## src/rtl/fft_seq_ctrl.sv

```systemverilog
// fft_seq_ctrl: control sequencer for an N-point radix-2 DIT FFT with ping-pong buffers.
// Runs bit-reversed load, per-stage butterfly issue, drain, buffer swap and natural-order unload.
module fft_seq_ctrl #(
  parameter int LOG2N    = 4,
  parameter int PIPE_LAT = 3,
  parameter int SW       = (LOG2N > 1) ? $clog2(LOG2N) : 1
) (
  input  logic             clk,
  input  logic             rst,
  input  logic             start,
  input  logic             inverse,
  input  logic             abort,
  input  logic             in_valid,
  output logic             in_ready,
  output logic [LOG2N-1:0] load_addr,
  output logic             bf_en,
  output logic [SW-1:0]    stage,
  output logic [LOG2N-1:0] addr_a,
  output logic [LOG2N-1:0] addr_b,
  output logic [LOG2N-2:0] tw_addr,
  output logic             tw_conj,
  output logic             read_sel,
  output logic             write_sel,
  output logic             out_valid,
  input  logic             out_ready,
  output logic [LOG2N-1:0] out_addr,
  output logic             done,
  output logic             busy
);

  localparam int N = 2 ** LOG2N;
  localparam logic [LOG2N-1:0] CNT_ONE     = LOG2N'(1);
  localparam logic [LOG2N-1:0] CNT_LAST    = LOG2N'(N - 1);
  localparam logic [LOG2N-1:0] BF_LAST     = LOG2N'(N / 2 - 1);
  localparam logic [3:0]       DRAIN_LAST  = 4'(PIPE_LAT - 1);
  localparam logic [SW-1:0]    STAGE_ONE   = SW'(1);
  localparam logic [SW-1:0]    STAGE_LAST  = SW'(LOG2N - 1);

  typedef enum logic [2:0] {
    S_IDLE    = 3'd0,
    S_LOAD    = 3'd1,
    S_COMPUTE = 3'd2,
    S_DRAIN   = 3'd3,
    S_SWAP    = 3'd4,
    S_UNLOAD  = 3'd5,
    S_DONE    = 3'd6
  } state_t;

  state_t             state_q, state_d;
  logic [LOG2N-1:0]   cnt_q, cnt_d;
  logic [3:0]         dcnt_q, dcnt_d;
  logic [SW-1:0]      stage_q, stage_d;
  logic               conj_q, conj_d, rsel_q, rsel_d, wsel_q, wsel_d;
  logic               in_ready_q, in_ready_d, bf_en_q, bf_en_d, out_valid_q, out_valid_d;
  logic               done_q, done_d, busy_q, busy_d;
  logic [LOG2N-1:0]   load_addr_q, load_addr_d, out_addr_q, out_addr_d;
  logic [LOG2N-1:0]   addr_a_q, addr_a_d, addr_b_q, addr_b_d;
  logic [LOG2N-2:0]   tw_addr_q, tw_addr_d;
  logic [LOG2N-1:0]   span, pos, grp;

  function automatic logic [LOG2N-1:0] bit_rev(input logic [LOG2N-1:0] v);
    logic [LOG2N-1:0] r;
    for (int b = 0; b < LOG2N; b++) begin
      r[b] = v[LOG2N-1-b];
    end
    return r;
  endfunction

  // Next-state, counters and next values of the registered outputs.
  always_comb begin
    state_d = state_q;
    cnt_d   = cnt_q;
    dcnt_d  = dcnt_q;
    stage_d = stage_q;
    conj_d  = conj_q;
    rsel_d  = rsel_q;
    wsel_d  = wsel_q;
    if (abort && (state_q != S_IDLE)) begin
      state_d = S_IDLE;
      cnt_d   = '0;
      dcnt_d  = '0;
      stage_d = '0;
    end else begin
      case (state_q)
        S_IDLE: begin
          if (start) begin
            state_d = S_LOAD;
            conj_d  = inverse;
            cnt_d   = '0;
            dcnt_d  = '0;
            stage_d = '0;
            rsel_d  = 1'b0;
            wsel_d  = 1'b1;
          end else begin
            state_d = S_IDLE;
          end
        end
        S_LOAD: begin
          if (in_valid) begin
            if (cnt_q == CNT_LAST) begin
              state_d = S_COMPUTE;
              cnt_d   = '0;
              stage_d = '0;
            end else begin
              cnt_d = cnt_q + CNT_ONE;
            end
          end else begin
            cnt_d = cnt_q;
          end
        end
        S_COMPUTE: begin
          if (cnt_q == BF_LAST) begin
            cnt_d  = '0;
            dcnt_d = '0;
            if (PIPE_LAT == 0) begin
              state_d = S_SWAP;
            end else begin
              state_d = S_DRAIN;
            end
          end else begin
            cnt_d = cnt_q + CNT_ONE;
          end
        end
        S_DRAIN: begin
          if (dcnt_q == DRAIN_LAST) begin
            state_d = S_SWAP;
            dcnt_d  = '0;
          end else begin
            dcnt_d = dcnt_q + 4'd1;
          end
        end
        S_SWAP: begin
          rsel_d = ~rsel_q;
          wsel_d = ~wsel_q;
          cnt_d  = '0;
          if (stage_q == STAGE_LAST) begin
            state_d = S_UNLOAD;
          end else begin
            state_d = S_COMPUTE;
            stage_d = stage_q + STAGE_ONE;
          end
        end
        S_UNLOAD: begin
          if (out_ready) begin
            if (cnt_q == CNT_LAST) begin
              state_d = S_DONE;
            end else begin
              cnt_d = cnt_q + CNT_ONE;
            end
          end else begin
            cnt_d = cnt_q;
          end
        end
        S_DONE: begin
          state_d = S_IDLE;
          cnt_d   = '0;
          stage_d = '0;
        end
        default: begin
          state_d = S_IDLE;
          cnt_d   = '0;
          dcnt_d  = '0;
          stage_d = '0;
        end
      endcase
    end

    // Outputs are decoded from the next state so they line up with it once registered.
    in_ready_d  = (state_d == S_LOAD);
    bf_en_d     = (state_d == S_COMPUTE);
    out_valid_d = (state_d == S_UNLOAD);
    done_d      = (state_d == S_DONE);
    busy_d      = (state_d != S_IDLE);
    span        = CNT_ONE << stage_d;
    pos         = cnt_d & (span - CNT_ONE);
    grp         = cnt_d >> stage_d;
    if (state_d == S_COMPUTE) begin
      addr_a_d  = ((grp << stage_d) << 1'b1) | pos;
      addr_b_d  = (((grp << stage_d) << 1'b1) | pos) + span;
      tw_addr_d = (LOG2N-1)'(pos) << (STAGE_LAST - stage_d);
    end else begin
      addr_a_d  = '0;
      addr_b_d  = '0;
      tw_addr_d = '0;
    end
    load_addr_d = (state_d == S_LOAD)   ? bit_rev(cnt_d) : '0;
    out_addr_d  = (state_d == S_UNLOAD) ? cnt_d          : '0;
  end

  // State, counters and registered outputs.
  always_ff @(posedge clk or negedge rst) begin
    if (!rst) begin
      state_q     <= S_IDLE;
      cnt_q       <= '0;
      dcnt_q      <= '0;
      stage_q     <= '0;
      conj_q      <= 1'b0;
      rsel_q      <= 1'b0;
      wsel_q      <= 1'b1;
      in_ready_q  <= 1'b0;
      bf_en_q     <= 1'b0;
      out_valid_q <= 1'b0;
      done_q      <= 1'b0;
      busy_q      <= 1'b0;
      load_addr_q <= '0;
      out_addr_q  <= '0;
      addr_a_q    <= '0;
      addr_b_q    <= '0;
      tw_addr_q   <= '0;
    end else begin
      state_q     <= state_d;
      cnt_q       <= cnt_d;
      dcnt_q      <= dcnt_d;
      stage_q     <= stage_d;
      conj_q      <= conj_d;
      rsel_q      <= rsel_d;
      wsel_q      <= wsel_d;
      in_ready_q  <= in_ready_d;
      bf_en_q     <= bf_en_d;
      out_valid_q <= out_valid_d;
      done_q      <= done_d;
      busy_q      <= busy_d;
      load_addr_q <= load_addr_d;
      out_addr_q  <= out_addr_d;
      addr_a_q    <= addr_a_d;
      addr_b_q    <= addr_b_d;
      tw_addr_q   <= tw_addr_d;
    end
  end

  assign in_ready  = in_ready_q;
  assign load_addr = load_addr_q;
  assign bf_en     = bf_en_q;
  assign stage     = stage_q;
  assign addr_a    = addr_a_q;
  assign addr_b    = addr_b_q;
  assign tw_addr   = tw_addr_q;
  assign tw_conj   = conj_q;
  assign read_sel  = rsel_q;
  assign write_sel = wsel_q;
  assign out_valid = out_valid_q;
  assign out_addr  = out_addr_q;
  assign done      = done_q;
  assign busy      = busy_q;

endmodule

```

## config.mk

```make
export PLATFORM = sky130hd
export DESIGN_NAME = fft_seq_ctrl
export DESIGN_NICKNAME = d
export VERILOG_FILES = /design/src/rtl/fft_seq_ctrl.sv
export SDC_FILE = /design/constraint.sdc
export NUM_CORES = 1
export LEC_CHECK = 0
export CAP_MARGIN = 40
export CORE_MARGIN = 3
export CORE_UTILIZATION = 50
export CTS_BUF_LIST = sky130_fd_sc_hd__clkbuf_4 sky130_fd_sc_hd__clkbuf_8 sky130_fd_sc_hd__clkbuf_16
export DETAILED_ROUTE_END_ITERATION = 10
export PLACE_DENSITY_LB_ADDON = 0.2
export SLEW_MARGIN = 15
export SYNTH_ARGS = -nofsm -noshare
export SYNTH_HDL_FRONTEND = slang
export SYNTH_SLANG_ARGS = --single-unit
```

## constraint.sdc

```tcl
create_clock -name clk -period 5.5 [get_ports clk]
set_input_delay 1.65 -clock clk [delete_from_list [all_inputs] [get_ports clk]]
set_output_delay 1.65 -clock clk [all_outputs]
set_load 0.05 [all_outputs]
```

## Yosys cells after proc, flatten, opt, wreduce, memory -nomap -nowiden

Index checks and enable logic that the tools add are counted.

- Register bits after elaboration: 40
- Output and inout port bits: 29
- Input port bits: 7
- Logic and storage cells: 98

- Shifts and indexed selects: 4
- Reduce and logical (&&, ||, !) cells: 10
- Multiplexer cells: 38
- Bitwise operators: 5
- Equality and inequality tests: 18
- Add/subtract/negate cells: 6

Operators by type and width:

| kind | count |
|---|---|
| two-way mux 4 bit | 15 |
| two-way mux 3 bit | 9 |
| one-hot mux 4 bit (5 select lines) | 1 |
| one-hot mux 3 bit (6 select lines) | 1 |
| one-hot mux 4 bit (4 select lines) | 1 |
| equality test 3 bit (second input constant) | 5 |
| two-way mux 2 bit | 5 |
| equality test 3 x 2 -> 1 bit (second input constant) | 3 |
| AND reduction 3 bit | 3 |
| adder 4 x 1 -> 4 bit (second input constant) | 2 |
| one-hot mux 2 bit (4 select lines) | 1 |
| equality test 3 x 1 -> 1 bit (second input constant) | 2 |
| != test 3 bit (second input constant) | 2 |
| nonzero test 3 bit | 2 |
| adder 4 bit | 1 |
| AND 4 bit | 1 |
| equality test 4 x 2 -> 1 bit (second input constant) | 1 |
| equality test 4 x 3 -> 1 bit (second input constant) | 1 |
| equality test 4 bit (second input constant) | 1 |
| bitwise OR 4 bit | 1 |
| one-hot mux 1 bit (2 select lines) | 2 |
| OR reduction 4 bit | 1 |
| << shifter 1 x 2 -> 4 bit (first input constant) | 1 |
| << shifter 4 x 2 -> 3 bit | 1 |
| 14 further kinds | 18 |

## Logic depth before layout (Yosys ltp)

Gate-level depths: netlist (run 1).

- Depth after elaboration: 11
- Gate-level depth with buffers: 15
- Depth with buffers taken out: 15

## Worst setup path before layout (run 1)

OpenSTA, ideal clock, no wires.

- Kind: input to register
- From: input port out_ready
- To: register addr_b_q[3], in the netlist addr_b[3]
- Setup time: 0.077 ns
- Required time: 5.423 ns
- Setup slack: 1.719 ns
- Stages: 11
- Arrival time: 3.704 ns
- Path buffers: 2
- Cell sequence: clkbuf_1 > a211oi_1 > o311ai_0 > and2_0 > clkbuf_1 > a2bb2oi_1 > inv_1 > ha_1 > a21o_1 > a21o_1 > a21oi_1

- Word-level cells in the longest chain between the ends: 8
- Elaborated cells between the ends (all ways): 13
- Those cells by class: add/sub (1); eq/ne (1); shift (2); mux (7); bitwise (2)

Ends and longest elaborated chain:

| item | line | text |
|---|---|---|
| start: declaration | 25 | `input logic out_ready,` |
| two-way mux 4 bit | 144 | `if (out_ready) begin` |
| one-hot mux 4 bit (5 select lines) | 84 | `case (state_q)` |
| two-way mux 4 bit | 78 | `if (abort && (state_q != S_IDLE)) begin` |
| right shift 4 x 2 -> 4 bit | 176 | `grp = cnt_d >> stage_d;` |
| << shifter 4 x 2 -> 3 bit | 179 | `addr_b_d = (((grp << stage_d) << 1'b1) \| pos) + span;` |
| bitwise OR 4 bit | 179 |  |
| adder 4 bit | 179 |  |
| two-way mux 4 bit * | 177 | `if (state_d == S_COMPUTE) begin` |
| net addr_b_d[3] | 57 | `logic [LOG2N-1:0] addr_a_q, addr_a_d, addr_b_q, addr_b_d;` |
| end signal: assignment | 226 | `addr_b_q <= addr_b_d;` |
| end: declaration | 57 |  |

The timed path passes the listed nets; every way through them passes the cells marked *.
A chain may end at the register's enable or synchronous reset.

## Worst setup path in the final report (run 1)

Ends and elaborated chain as after synthesis.

==> results of run 1 <==
[registers in the layout (all words and copies together), names as in the netlist]
register and cells:
out_addr 4, addr_a 4, read_sel 1, busy 1, write_sel 1, stage 2, in_ready 1, tw_addr 3
cnt_q 4, state_q 3, load_addr 4, done 1, bf_en 1, tw_conj 1, out_valid 1, dcnt_q 4
addr_b 4
[per-layer routing]
layer	vias to the layer above	track usage, %
met5	-	0
met4	0	7.445
met3	9	3.694
met2	71	31.38
met1	869	32.11
li1	931	-
[stage by stage]
stage / power (mW) / hold slack [ps] / area (µm²) / setup WS [ps]
after floorplan: 0.5972 / 460.6 / 2271 / 1719
after global placement: 0.6707 / 488.6 / 2609 / 884.5
after detailed placement: 0.6905 / 494.8 / 2644 / 901.4
after CTS: 0.9393 / 510.4 / 2759 / 1205
after global routing: 0.9944 / 533.9 / 2759 / 984.0
final: 0.9339 / 507.2 / 2759 / 1165
[worst max-delay path by stage]
stage / from / end / depth (start not counted)
2_1_floorplan: out_ready / addr_b[3]$_DFF_PN0_ / 11
3_3_place_gp: out_ready / addr_b[3]$_DFF_PN0_ / 11
3_5_place_dp: out_ready / addr_b[3]$_DFF_PN0_ / 11
4_1_cts: out_ready / addr_b[3]$_DFF_PN0_ / 11
5_1_grt: out_ready / addr_b[3]$_DFF_PN0_ / 11
6_report: out_ready / addr_b[3]$_DFF_PN0_ / 11
[where the power goes]
part           internal, mW  total [mW]  switching (mW)
Clock                 0.137       0.249           0.112
Sequential            0.320       0.351          0.0317
Combinational         0.120       0.334           0.214
Total                 0.576       0.934           0.358
[cells in the final DEF (no fill, tap or decap), drive strengths merged, types with 2 or more instances in the layout]
cell and instances:
clkdlybuf4s50 34, o21ai 10, a2bb2oi 2, mux2 2, nor2b 9, ha 6, nand4 6, or3 2
nand2b 8, o211ai 2, and3 2, nand3b 2, mux2i 3, a22oi 2, nor3b 2, a32oi 2
buf 3, nor3 5, clkbuf 5, nand3 13, a21o 3, nor2 30, a21oi 12, a31oi 3
o31ai 4, dfrtp 39, or3b 2, nand2 14, o32ai 2, o22ai 4, nor4 3, inv 17
o32a 2
[cell type report]
class	count	area, µm²
flip-flops and latches	40	1002
multi-input cells	175	1134
well taps	50	62.56
repair buffers	37	380.4
clock inverters	3	46.29
inverters	17	65.06
clock buffers	5	68.82
fillers	360	1443
[logic make-up (layout without fill, tap and decap cells)]
group	Yosys count	in the layout
xor+xnor	2	2
buf+inv	30	62
fa+ha+maj	7	7
simple gates	103	103
other cells	1	1
flops	40	40
mux	5	5
compound gates	57	57
[critical path, stage by stage]
cell and delay [ps]:
clkdlybuf4s50_1 560, nor2b_1 170, nor3b_1 60, o311ai_0 560, and2_0 430, a2bb2oi_1 270, inv_1 70, ha_1 320
a21o_1 200, a21o_1 150, a21oi_1 110
==> run metrics, run 1 <==
Clock Sinks 40; Final GP Congestion 0.8776; share of the synthesized area in the top cell type 42.98%; WP data required 5720 ps; Remaining DRCs 0; mux cell area share after synthesis 2.314%; CTS Buffer Depth 2; top layer in use met4; Post-synth top flop dfrtp_1; Post-synth EDFFs 0; largest net degree at the start of global routing 35; Max Clock Skew 8.894 ps; r2r setup slk 2190 ps; final wirelength 5.164 mm; Adder-Cell Fraction of Synth Area 4.187%; sum of negative setup slack 0 ps; CTS Hold Buffers Added 0; DRT Pass-1 Iters 5; WHS Endpoint write_sel$_DFFE_PN1P_; worst-path fanout max 8; Post-synth top cells 39 x dfrtp_1, 28 x nor2_1, 16 x inv_1, 13 x nand2_1, 13 x nand3_1; count of final hold-check violations 0; WL/cell 15.79 µm; cts bufs inserted 5; Initial DRC Count 183; Syn Nets 259; vias in the first global route 1772; crit end category flip-flop; # setup viols final 0; Mapped Cells 245; Max VDD drop 0.2025 mV; die area 5387 µm²; PwrDens 338.5 nW/µm²; simple-gate area share of the yosys netlist 24.30%; Yosys cell types 61; setup bufs post-CTS 0; count of pins over their slew limit 0; synthesized area per cell 9.269 µm²; total number of vias 1880; Crit Reg-Reg Endpoint addr_b[3]$_DFF_PN0_; startpoint type of the worst setup path primary input; placed insts 319; met2 routed WL 2.266 mm; placed wire-length estimate 3.827 mm; HP Start write_sel$_DFFE_PN1P_; met3 routed wirelength 345 µm; antenna cells 0; most frequent cell after synthesis dfrtp_1; Buffers on Ports 35; Synth area leaders dfrtp_1 43%, nor2_1 4.6%, ha_1 3.3%; Hold WC Path Type flip-flop to flip-flop; hold-critical path depth 2; Max-slew headroom 49.15%; Seq cells post-synth 40; Post-CTS Resized 0; WP data arrival 4560 ps; synthesized area 2271 µm²; compound-cell area share of the yosys netlist 18.18%; final core utilization 65.66%; largest area contributor in the netlist dfrtp_1; depth of the most critical reg-to-reg path 10; initial antenna violation count 0; Starting Density 54.05%; CORE AREA 4202 µm²; Leak 1.217 nW; drt via density 5.749; die width 73.40 µm; Syn-to-layout area delta 21.49%; CTS tree built; Slew @ Worst Pin 762.7 ps; root buffer cell clkbuf_8; RSZ-0062 raised after global routing no; IO Count 36; reg2reg start state_q[1]$_DFF_PN0_; YS warnings 0; Clock transition at path regs 90 ps; status complete, no violations; Setup Crit Path Kind primary input to flip-flop; DRT antenna net count 0; final net count 290; H-tree depth 2; WL met1 2.467 mm; largest family of logic cells by synthesized area simple AND/OR/NAND/NOR gates; fmax 230.7 MHz; overflow left after global routing 0; total track usage 21.48%; ys async rst share 100.0%; sequential share of the synthesized area 44.13%; die height 73.40 µm; Final Non-Filler Cells 327; Worst-Skew Late Latency 300 ps; MaxCap Viol Count 0; share of layout cells above drive strength 1 9.025%; fraction of synthesized cell area in xor and xnor cells 0.7713%; Final min period 4335 ps; Final Cycle Share 78.82%; row count 23; first-pass GRT wire length 8.901 mm
No activity file was read; power rests on OpenSTA's default activity.
==> run 2, diff against run 1 <==
- clock period: 5.5 -> 4 ns (I/O delays scaled with it)
==> run metrics, run 2 (synthesis gave the netlist of run 1 again) <==
Initial DRC Count 175; depth of the most critical reg-to-reg path 15; Starting Density 54.05%; vias in the first global route 1687; MaxCap Viol Count 0; die area 5387 µm²; sum of negative setup slack 0 ps; Seq pwr share 38.0%; largest net degree at the start of global routing 41; Clock Sinks 40; WP data required 4220 ps; CP bufs+invs 2; setup bufs post-CTS 0; overflow left after global routing 0; post-place instance area 2669 µm²; crit-path leading delay family compound AO/OA/AOI/OAI gates; CTS Buffer Depth 2; placed insts 325; DRT antenna net count 0; row count 23; Clock transition at path regs 80 ps; Final Cell Area 2804 µm²; Clock power frac 26.4%; IO Count 36; Final Non-Filler Cells 334; slowest CP cell clkdlybuf4s50_1; Max-slew headroom 48.99%; total number of vias 1918; Max Clock Skew 8.161 ps; antenna cells 0; Buffers on Ports 35; Worst setup startpoint out_ready; first-pass GRT wire length 8.286 mm; CTS Hold Buffers Added 0; most used cell, CP a21o_1; count of final hold-check violations 0; die height 73.40 µm; DRT Pass-1 Iters 4; final core utilization 66.74%; Post-CTS Resized 0; worst-path fanout max 8; Final min period 3544 ps; commonest non-fill, non-tap cell in the layout dfrtp_1; # setup viols final 0; final wirelength 5.115 mm; Final Cycle Share 88.59%; startpoint type of the worst setup path primary input; PnR Total Power 1.286 mW; fmax 282.2 MHz; max incr delay on CP 550 ps; root buffer cell clkbuf_8; crit path cell chain clkdlybuf4s50_1 > nor2b_1 > nor3b_1 > o311ai_0 > and2_0 > a2bb2oi_1 > inv_1 > ha_1 > a21o_1 > a21o_1 > a21oi_1; die width 73.40 µm; CP Depth 11; Final GP Congestion 0.8686; total track usage 20.00%; WP data arrival 3760 ps; r2r setup slk 620 ps; drt via density 5.743; share of layout cells above drive strength 1 11.27%; Hold WC Path Type flip-flop to flip-flop; commonest non-fill, non-tap cells in the layout 39 x dfrtp_1, 34 x clkdlybuf4s50_1, 28 x nor2_1; count of pins over their slew limit 0; Max VDD drop 0.1965 mV; sw frac 38.12%; Slew @ Worst Pin 765.2 ps; WHS 505.5 ps; reg2reg start cnt_q[0]$_DFF_PN0_; Setup Crit Path Kind primary input to flip-flop; Sw Pwr 0.4903 mW; CP Capture Point addr_b[3]$_DFF_PN0_; Remaining DRCs 0; Leak 1.249 nW; worst setup margin 456.4 ps; WL/cell 15.31 µm; CTS tree built; Worst-Skew Late Latency 290 ps; placed wire-length estimate 3.701 mm; PwrDens 458.8 nW/µm²; dpl ws 182.0 ps; cts bufs inserted 5; crit end category flip-flop; RSZ-0062 raised after global routing no; initial antenna violation count 0; final net count 297; share of power burned in combinational logic 35.6%; status complete, no violations; Pint 0.7960 mW; Syn-to-layout area delta 23.47%; CORE AREA 4202 µm²; Crit Reg-Reg Endpoint addr_b[3]$_DFF_PN0_; H-tree depth 2
==> run 2: changes by cell type in the layout (fill, tap and decap cells not counted), sizes merged <==
cell,delta
buf,+7
==> run 2: power groups by stage <==
| stage | sequential (mW) | combinational, mW | clock (mW) |
|---|---|---|---|
| after floorplan | 0.549 | 0.272 | 0 |
| after global placement | 0.495 | 0.451 | 0 |
| after detailed placement | 0.494 | 0.456 | 0 |
| after CTS | 0.486 | 0.458 | 0.345 |
| after global routing | 0.494 | 0.506 | 0.364 |
| final | 0.489 | 0.459 | 0.339 |
==> run 2: cell type report <==
class	instances	area (µm²)
sequential	40	1002
inverter	17	65.06
multi-input combinational	175	1134
timing repair buffer	44	425.4
clock inverter	3	46.29
fill	349	1398
tap	50	62.56
clock buffer	5	68.82
==> run 2: per-layer routing <==
layer / global-route usage, % / up-vias / routed length (µm)
li1: - / 943 / -
met1: 31.11 / 901 / 2557
met2: 28.30 / 67 / 2191
met3: 3.146 / 7 / 309
met4: 6.439 / 0 / 56
met5: 0 / - / 0
==> run 2: worst min path at each step <==
stage / startpoint / endpoint / depth (start not counted)
6_report: write_sel$_DFFE_PN1P_ / write_sel$_DFFE_PN1P_ / 2
5_1_grt: dcnt_q[3]$_DFFE_PN0P_ / dcnt_q[3]$_DFFE_PN0P_ / 1
4_1_cts: dcnt_q[3]$_DFFE_PN0P_ / dcnt_q[3]$_DFFE_PN0P_ / 1
3_5_place_dp: write_sel$_DFFE_PN1P_ / write_sel$_DFFE_PN1P_ / 2
3_3_place_gp: tw_conj$_DFFE_PN0P_ / tw_conj$_DFFE_PN0P_ / 1
2_1_floorplan: dcnt_q[3]$_DFFE_PN0P_ / dcnt_q[3]$_DFFE_PN0P_ / 1
==> run 2: tightest hold or removal path, cell delays in order (launching register included) <==
cell and delay, ps:
dfstp_2 390, inv_1 50, a22oi_1 70
